`src/rtl/maze_ram_arbiter.sv`:
```
// maze_ram_arbiter
// Shares the single-port 1-bit maze RAM between the maze generator
// (read/write), the VGA display scanner (read) and the player collision
// checker (read). The generator gets exclusive access while it holds
// gen_lock. Otherwise the two readers are served round-robin, and the
// generator is only served when both readers are idle.
//
// Optional feature: define MAZE_ARB_BOUNDS_CHECK_EN to enable address
// bounds checking. With it, an access at an address >= WIDTH*HEIGHT never
// writes, reads back as WALL (1), and pulses err for the grant cycle.
//
// Handshake (all sampling on the rising clock edge):
//   A requester raises req with a stable addr and keeps both until it sees
//   its gnt. Requests are sampled at edge E_k. The single winner's gnt is
//   high for cycle k+1 only, and ram_address/ram_data/ram_wren carry its
//   access in that same cycle. The RAM latches at E_{k+1}. ram_q is
//   captured at E_{k+2}, and the owner's rvalid/rdata are high for cycle
//   k+3. If req is still high during the gnt cycle, it counts as a new
//   request at E_{k+1}. Writes produce no rvalid.
module maze_ram_arbiter #(
   parameter int WIDTH  = 30,
   parameter int HEIGHT = 40,
   parameter int ADDR_W = 11
) (
   input  logic              clock,
   input  logic              reset,
   input  logic              gen_lock,
   input  logic              gen_req,
   input  logic              gen_we,
   input  logic [ADDR_W-1:0] gen_addr,
   input  logic              gen_wdata,
   output logic              gen_gnt,
   output logic              gen_rvalid,
   output logic              gen_rdata,
   input  logic              disp_req,
   input  logic [ADDR_W-1:0] disp_addr,
   output logic              disp_gnt,
   output logic              disp_rvalid,
   output logic              disp_rdata,
   input  logic              plyr_req,
   input  logic [ADDR_W-1:0] plyr_addr,
   output logic              plyr_gnt,
   output logic              plyr_rvalid,
   output logic              plyr_rdata,
   output logic [ADDR_W-1:0] ram_address,
   output logic              ram_data,
   output logic              ram_wren,
   input  logic              ram_q,
   output logic              err
);

   // The maze must fit in the RAM.
   if (WIDTH * HEIGHT > (2 ** ADDR_W)) begin : g_size_check
      $error("maze_ram_arbiter: WIDTH*HEIGHT exceeds the RAM depth");
   end

   // SHARED: readers round-robin, generator fills idle cycles.
   // DRAIN : no grants for two cycles while reads in flight retire.
   // GEN   : generator only.
   typedef enum logic [1:0] {
      SHARED = 2'd0,
      DRAIN  = 2'd1,
      GEN    = 2'd2
   } state_t;

   // Tag of the read travelling down the data-return pipeline.
   typedef enum logic [1:0] {
      OWN_NONE = 2'd0,
      OWN_GEN  = 2'd1,
      OWN_DISP = 2'd2,
      OWN_PLYR = 2'd3
   } owner_t;

   state_t            state, state_nx;
   logic [1:0]        drain_cnt, drain_cnt_nx;
   logic              ptr_plyr, ptr_plyr_nx;   // 0: display has priority
   logic              win_gen, win_disp, win_plyr;
   logic              any_win, win_we;
   logic [ADDR_W-1:0] win_addr;
   owner_t            rd_owner;
   logic              oob;

   // Owner-tag pipeline: stage a = grant cycle, stage b = RAM output cycle.
   owner_t            tag_a, tag_b;
   logic              oob_a, oob_b;

   // FSM state, drain counter and round-robin pointer registers.
   always_ff @(posedge clock or negedge reset) begin
      if (!reset) begin
         state     <= SHARED;
         drain_cnt <= 2'd0;
         ptr_plyr  <= 1'b0;
      end else begin
         state     <= state_nx;
         drain_cnt <= drain_cnt_nx;
         ptr_plyr  <= ptr_plyr_nx;
      end
   end

   // Next state and grant selection from the requests sampled this edge.
   always_comb begin
      state_nx     = state;
      drain_cnt_nx = drain_cnt;
      ptr_plyr_nx  = ptr_plyr;
      win_gen      = 1'b0;
      win_disp     = 1'b0;
      win_plyr     = 1'b0;
      case (state)
         SHARED: begin
            if (gen_lock) begin
               // The lock takes effect at once: no grant in this cycle.
               state_nx     = DRAIN;
               drain_cnt_nx = 2'd0;
            end else if (disp_req && (!plyr_req || !ptr_plyr)) begin
               win_disp    = 1'b1;
               ptr_plyr_nx = 1'b1;
            end else if (plyr_req) begin
               win_plyr    = 1'b1;
               ptr_plyr_nx = 1'b0;
            end else if (gen_req) begin
               win_gen = 1'b1;
            end
         end
         DRAIN: begin
            if (!gen_lock) begin
               state_nx     = SHARED;
               drain_cnt_nx = 2'd0;
            end else if (drain_cnt == 2'd1) begin
               state_nx     = GEN;
               drain_cnt_nx = 2'd0;
            end else begin
               drain_cnt_nx = drain_cnt + 2'd1;
            end
         end
         GEN: begin
            if (!gen_lock) begin
               state_nx = SHARED;
            end else if (gen_req) begin
               win_gen = 1'b1;
            end
         end
         default: begin
            state_nx     = SHARED;
            drain_cnt_nx = 2'd0;
         end
      endcase
   end

   // Winner's address, write flag and read-return owner.
   always_comb begin
      any_win  = win_gen | win_disp | win_plyr;
      win_we   = win_gen & gen_we;
      win_addr = gen_addr;
      rd_owner = OWN_NONE;
      if (win_disp) begin
         win_addr = disp_addr;
         rd_owner = OWN_DISP;
      end else if (win_plyr) begin
         win_addr = plyr_addr;
         rd_owner = OWN_PLYR;
      end else if (win_gen && !gen_we) begin
         rd_owner = OWN_GEN;
      end
   end

`ifdef MAZE_ARB_BOUNDS_CHECK_EN
   localparam logic [ADDR_W:0] CELLS = (ADDR_W + 1)'(WIDTH * HEIGHT);

   assign oob = ({1'b0, win_addr} >= CELLS);

   // Bounds error pulse, high for the grant cycle of an out-of-range access.
   always_ff @(posedge clock or negedge reset) begin
      if (!reset) begin
         err <= 1'b0;
      end else begin
         err <= any_win & oob;
      end
   end
`else
   assign oob = 1'b0;
   assign err = 1'b0;
`endif

   // Grant pulses and the RAM command for the grant cycle.
   always_ff @(posedge clock or negedge reset) begin
      if (!reset) begin
         gen_gnt     <= 1'b0;
         disp_gnt    <= 1'b0;
         plyr_gnt    <= 1'b0;
         ram_address <= '0;
         ram_data    <= 1'b0;
         ram_wren    <= 1'b0;
      end else begin
         gen_gnt  <= win_gen;
         disp_gnt <= win_disp;
         plyr_gnt <= win_plyr;
         if (any_win) begin
            ram_address <= win_addr;
         end
         ram_data <= win_we & gen_wdata;
         ram_wren <= win_we & ~oob;
      end
   end

   // Owner tags follow each read so the RAM output reaches its requester.
   always_ff @(posedge clock or negedge reset) begin
      if (!reset) begin
         tag_a <= OWN_NONE;
         tag_b <= OWN_NONE;
         oob_a <= 1'b0;
         oob_b <= 1'b0;
      end else begin
         tag_a <= rd_owner;
         oob_a <= (rd_owner != OWN_NONE) & oob;
         tag_b <= tag_a;
         oob_b <= oob_a;
      end
   end

   // Read-data return: one-cycle rvalid with the captured RAM bit
   // (or WALL for an out-of-range read).
   always_ff @(posedge clock or negedge reset) begin
      if (!reset) begin
         gen_rvalid  <= 1'b0;
         gen_rdata   <= 1'b0;
         disp_rvalid <= 1'b0;
         disp_rdata  <= 1'b0;
         plyr_rvalid <= 1'b0;
         plyr_rdata  <= 1'b0;
      end else begin
         gen_rvalid  <= (tag_b == OWN_GEN);
         gen_rdata   <= (tag_b == OWN_GEN) & (oob_b | ram_q);
         disp_rvalid <= (tag_b == OWN_DISP);
         disp_rdata  <= (tag_b == OWN_DISP) & (oob_b | ram_q);
         plyr_rvalid <= (tag_b == OWN_PLYR);
         plyr_rdata  <= (tag_b == OWN_PLYR) & (oob_b | ram_q);
      end
   end

endmodule
```
`config.mk`:
```
export PLATFORM = sky130hd
export DESIGN_NAME = maze_ram_arbiter
export DESIGN_NICKNAME = d
export VERILOG_FILES = /design/src/rtl/maze_ram_arbiter.sv
export SDC_FILE = /design/constraint.sdc
export NUM_CORES = 1
export LEC_CHECK = 0
export ABC_AREA = 1
export CAP_MARGIN = 20
export CORE_MARGIN = 10
export CORE_UTILIZATION = 42
export CTS_CLUSTER_SIZE = 8
export DETAILED_ROUTE_END_ITERATION = 12
export GPL_TIMING_DRIVEN = 0
export PLACE_DENSITY = 0.91
export SYNTH_ARGS = -nofsm -noshare
export SYNTH_HDL_FRONTEND = slang
export SYNTH_SLANG_ARGS = --single-unit
```
`constraint.sdc`:
```
create_clock -name clock -period 1.7 [get_ports clock]
set_input_delay 0.51 -clock clock [delete_from_list [all_inputs] [get_ports clock]]
set_output_delay 0.51 -clock clock [all_outputs]
set_load 0.02 [all_outputs]
```
==> flow_summary_export.csv <==
group,metric,value,unit
run_status,status,"finished, final reports clean",
drt,drc,0,
layout,n_antenna_cell,0,
clock_tree,cts_buffer_depth,2,
die,start_util,0.4393,
placed_design,place_ws,-260.5,ps
grt,grt_max_degree,21,
synthesis,ys_ff_latch,31,
setup_path,slowest_delay,400,ps
layout,final_area,0.002266,sq mm
layout,final_common_cell,"nand2_1",
layout,final_cells,301,
power_and_ir_drop,power_density,938.9,mW/mm^2
clock_tree,clkSinkCount,31,
clock_tree,path_clk_slew,100,ps
timing,fmaxAchievable,637.7,MHz
setup_path,r2r_start,"state[0]",
timing,rsz0062_at_grt,"no",
synthesis,synth_compound_area_frac,0.05546,
synthesis,yosysWarnings,0,
setup_path,critPathLaunch,"ram_address[10]",
synthesis,ys.flop_type,"dfrtp_1",
setup_path,crit_path_top_delay_cell,"dfrtp_1",
setup_path,reg2reg_depth,9,
synthesis,synth_enable_flop_cells,0,
setup_path,crit_buf_inv,1,
die,die_h,79.54,microns
power_and_ir_drop,ir_drop,495.4,uV
clock_tree,postCtsHoldBufs,0,
drt,via_per_inst,4.581,
timing,layout_min_cycle_time,1568,ps
drt,wl_met1,1530,microns
layout,post-route-util,0.6685,
drt,via_count,1379,
setup_path,cp_max_fo,2,
grt,grt_pass1_vias,1404,
timing,fin_ws,131.8,ps
setup_path,critPathCaptureType,"output port",
clock_tree,cts-htree-levels,2,
setup_path,critPathRequiredTime,1190,ps
timing,drv_slew,0,
drt,firstDrtPassIters,4,
drt,drtIter0Drc,28,
synthesis,async_reset_ff_frac,1.000,
placed_design,dpl_cell_area,0.002205,sq mm
setup_path,crit_path_end,"ram_address[10]",
grt,grt_pass1_wl,6382,microns
die,die_w,79.54,microns
synthesis,synth-xor-area-share,0,
die,io-pin-count,65,
hold_path,hold_class,"reg2reg",
placed_design,gp_congestion,0.7522,
synthesis,synth_fa_ha_area_frac,0,
setup_path,path_class,"reg2out",
grt,grt_remaining_overflow,0,
timing,worstMarginPinSlew,643.5,ps
synthesis,syn_inst,183,
synthesis,yosysSeqAreaShare,0.5210,
setup_path,r2r_end,"ram_address[7]",
drt,wl,3808,microns
setup_path,critPathArrivalTime,1060,ps
clock_tree,cts_tree,"yes",
synthesis,synth_cell_types,21,
clock_tree,cts_made_buffers,5,
die,coreArea,0.003390,sq mm
synthesis,avgSynthCellArea,8.136,sq um
synthesis,synth_top_family_by_area,"simple AND/OR/NAND/NOR gates",
die,fp-row-count,21,
die,dieArea,0.006327,sq mm
drt,drtAntennaViolNets,0,
power_and_ir_drop,finalPower,2.127,mW
drt,met3RoutedLength,418,microns
synthesis,syn_nets,225,
timing,hold_viol,0,
layout,layout_common_cells,"64 x nand2_1, 40 x clkdlybuf4s50_1, 31 x dfrtp_1",
setup_path,reg2reg_slack,320,ps
placed_design,io_buffers,63,
grt,grt.total_usage,0.1301,
drt,wire_per_inst,12.65,microns
placed_design,dp_hpwl,3082,microns
layout,drive_gt1_frac,0.1255,
synthesis,syn_area,0.001489,sq mm
layout,nets,296,
grt,antenna_found_initial,0,
placed_design,dp.cells,293,
flow_run,maxCapViolCount,0,
setup_path,crit_path_cell_trace,"dlygate4sd2_1",
timing,setup_viol,0,
clock_tree,insertion_delay,330,ps
setup_path,startpoint_type,"flip-flop",
layout,area_growth,52.18,%
drt,top_layer,"met4",
synthesis,synth_mux_area_frac,0,
power_and_ir_drop,power_leakage,1.250,nW
drt,met2_length,1819,microns
clock_tree,clockRootBuffer,"clkbuf_4",
timing,skew,6.079,ps
synthesis,synth-simple-area-share,0.3244,
setup_path,cp.depth,1,
timing,relSlewSlack,0.5697,
setup_path,cpLargestDelayFamily,"flip-flops",
timing,timing.final.crit_share,0.9225,
-- kinds of logic after synthesis --
group | after synthesis
AOI/OAI and AO/OA | 16
buffers and inverters | 28
DFF | 31
other | 1
and+or+nand+nor | 107
-- report_power, final --
group	switching (mW)	internal (mW)
registers	0.0563	0.846
clock network	0.256	0.347
logic	0.347	0.274
-- area by class of cell --
class	count	area (sq um)
Fill cell	301	1124
Sequential cell	31	775.7
Timing Repair Buffer	64	633.1
Multi-Input combinational cell	124	569.3
Inverter	20	75.07
Buffer	8	68.82
Tap cell	46	57.56
Clock buffer	6	51.30
Clock inverter	2	35.03
-- repair_timing --
action                     in CTS  in global routing
gates resized for setup        22                  1
setup buffers                   0                  0
setup endpoints to repair      22                  2
-- cells in the mapped netlist (3+ instances only) --
library cell / n / share of area
a21oi_1: 12 / 0.040
buf_4: 4 / 0.020
buf_6: 3 / 0.023
dfrtp_1: 31 / 0.52
inv_1: 16 / 0.040
inv_2: 4 / 0.010
nand2_1: 64 / 0.16
nand2_2: 4 / 0.017
nand3_1: 13 / 0.044
nor2_1: 17 / 0.043
o21ai_0: 3 / 0.010
-- metal layers --
metal	global-route usage	vias up
met5	0	-
met4	0.03763	0
met3	0.08108	6
met2	0.2095	53
met1	0.1384	616
li1	-	704
-- metrics by stage --
stage	TNS, ps	hold WS [ps]
floorplan	0	214.4
global route	0	358.4
CTS	0	360.4
finish	0	358.8
detailed placement	-3201	336.2
global placement	-15360	332.3
-- sequential cells by signal (all words and copies together) (netlist names), 2 cells and up --
| name | cells |
|---|---|
| drain_cnt | 2 |
| state | 2 |
| tag_b | 2 |
| tag_a | 2 |
| ram_address | 11 |
-- how the worst min path moves through the flow --
stage	startpoint	end	slack, ps	cells after the start
after detailed placement	tag_a[1]	tag_b[1]	340	0
after CTS	tag_a[1]	tag_b[1]	360	0
after global routing	tag_a[1]	tag_b[1]	360	0
after global placement	tag_a[0]	tag_b[0]	330	0
after floorplan	reset	disp_gnt	210	0
final	tag_a[1]	tag_b[1]	360	0
No activity file was read; power rests on OpenSTA's default activity.
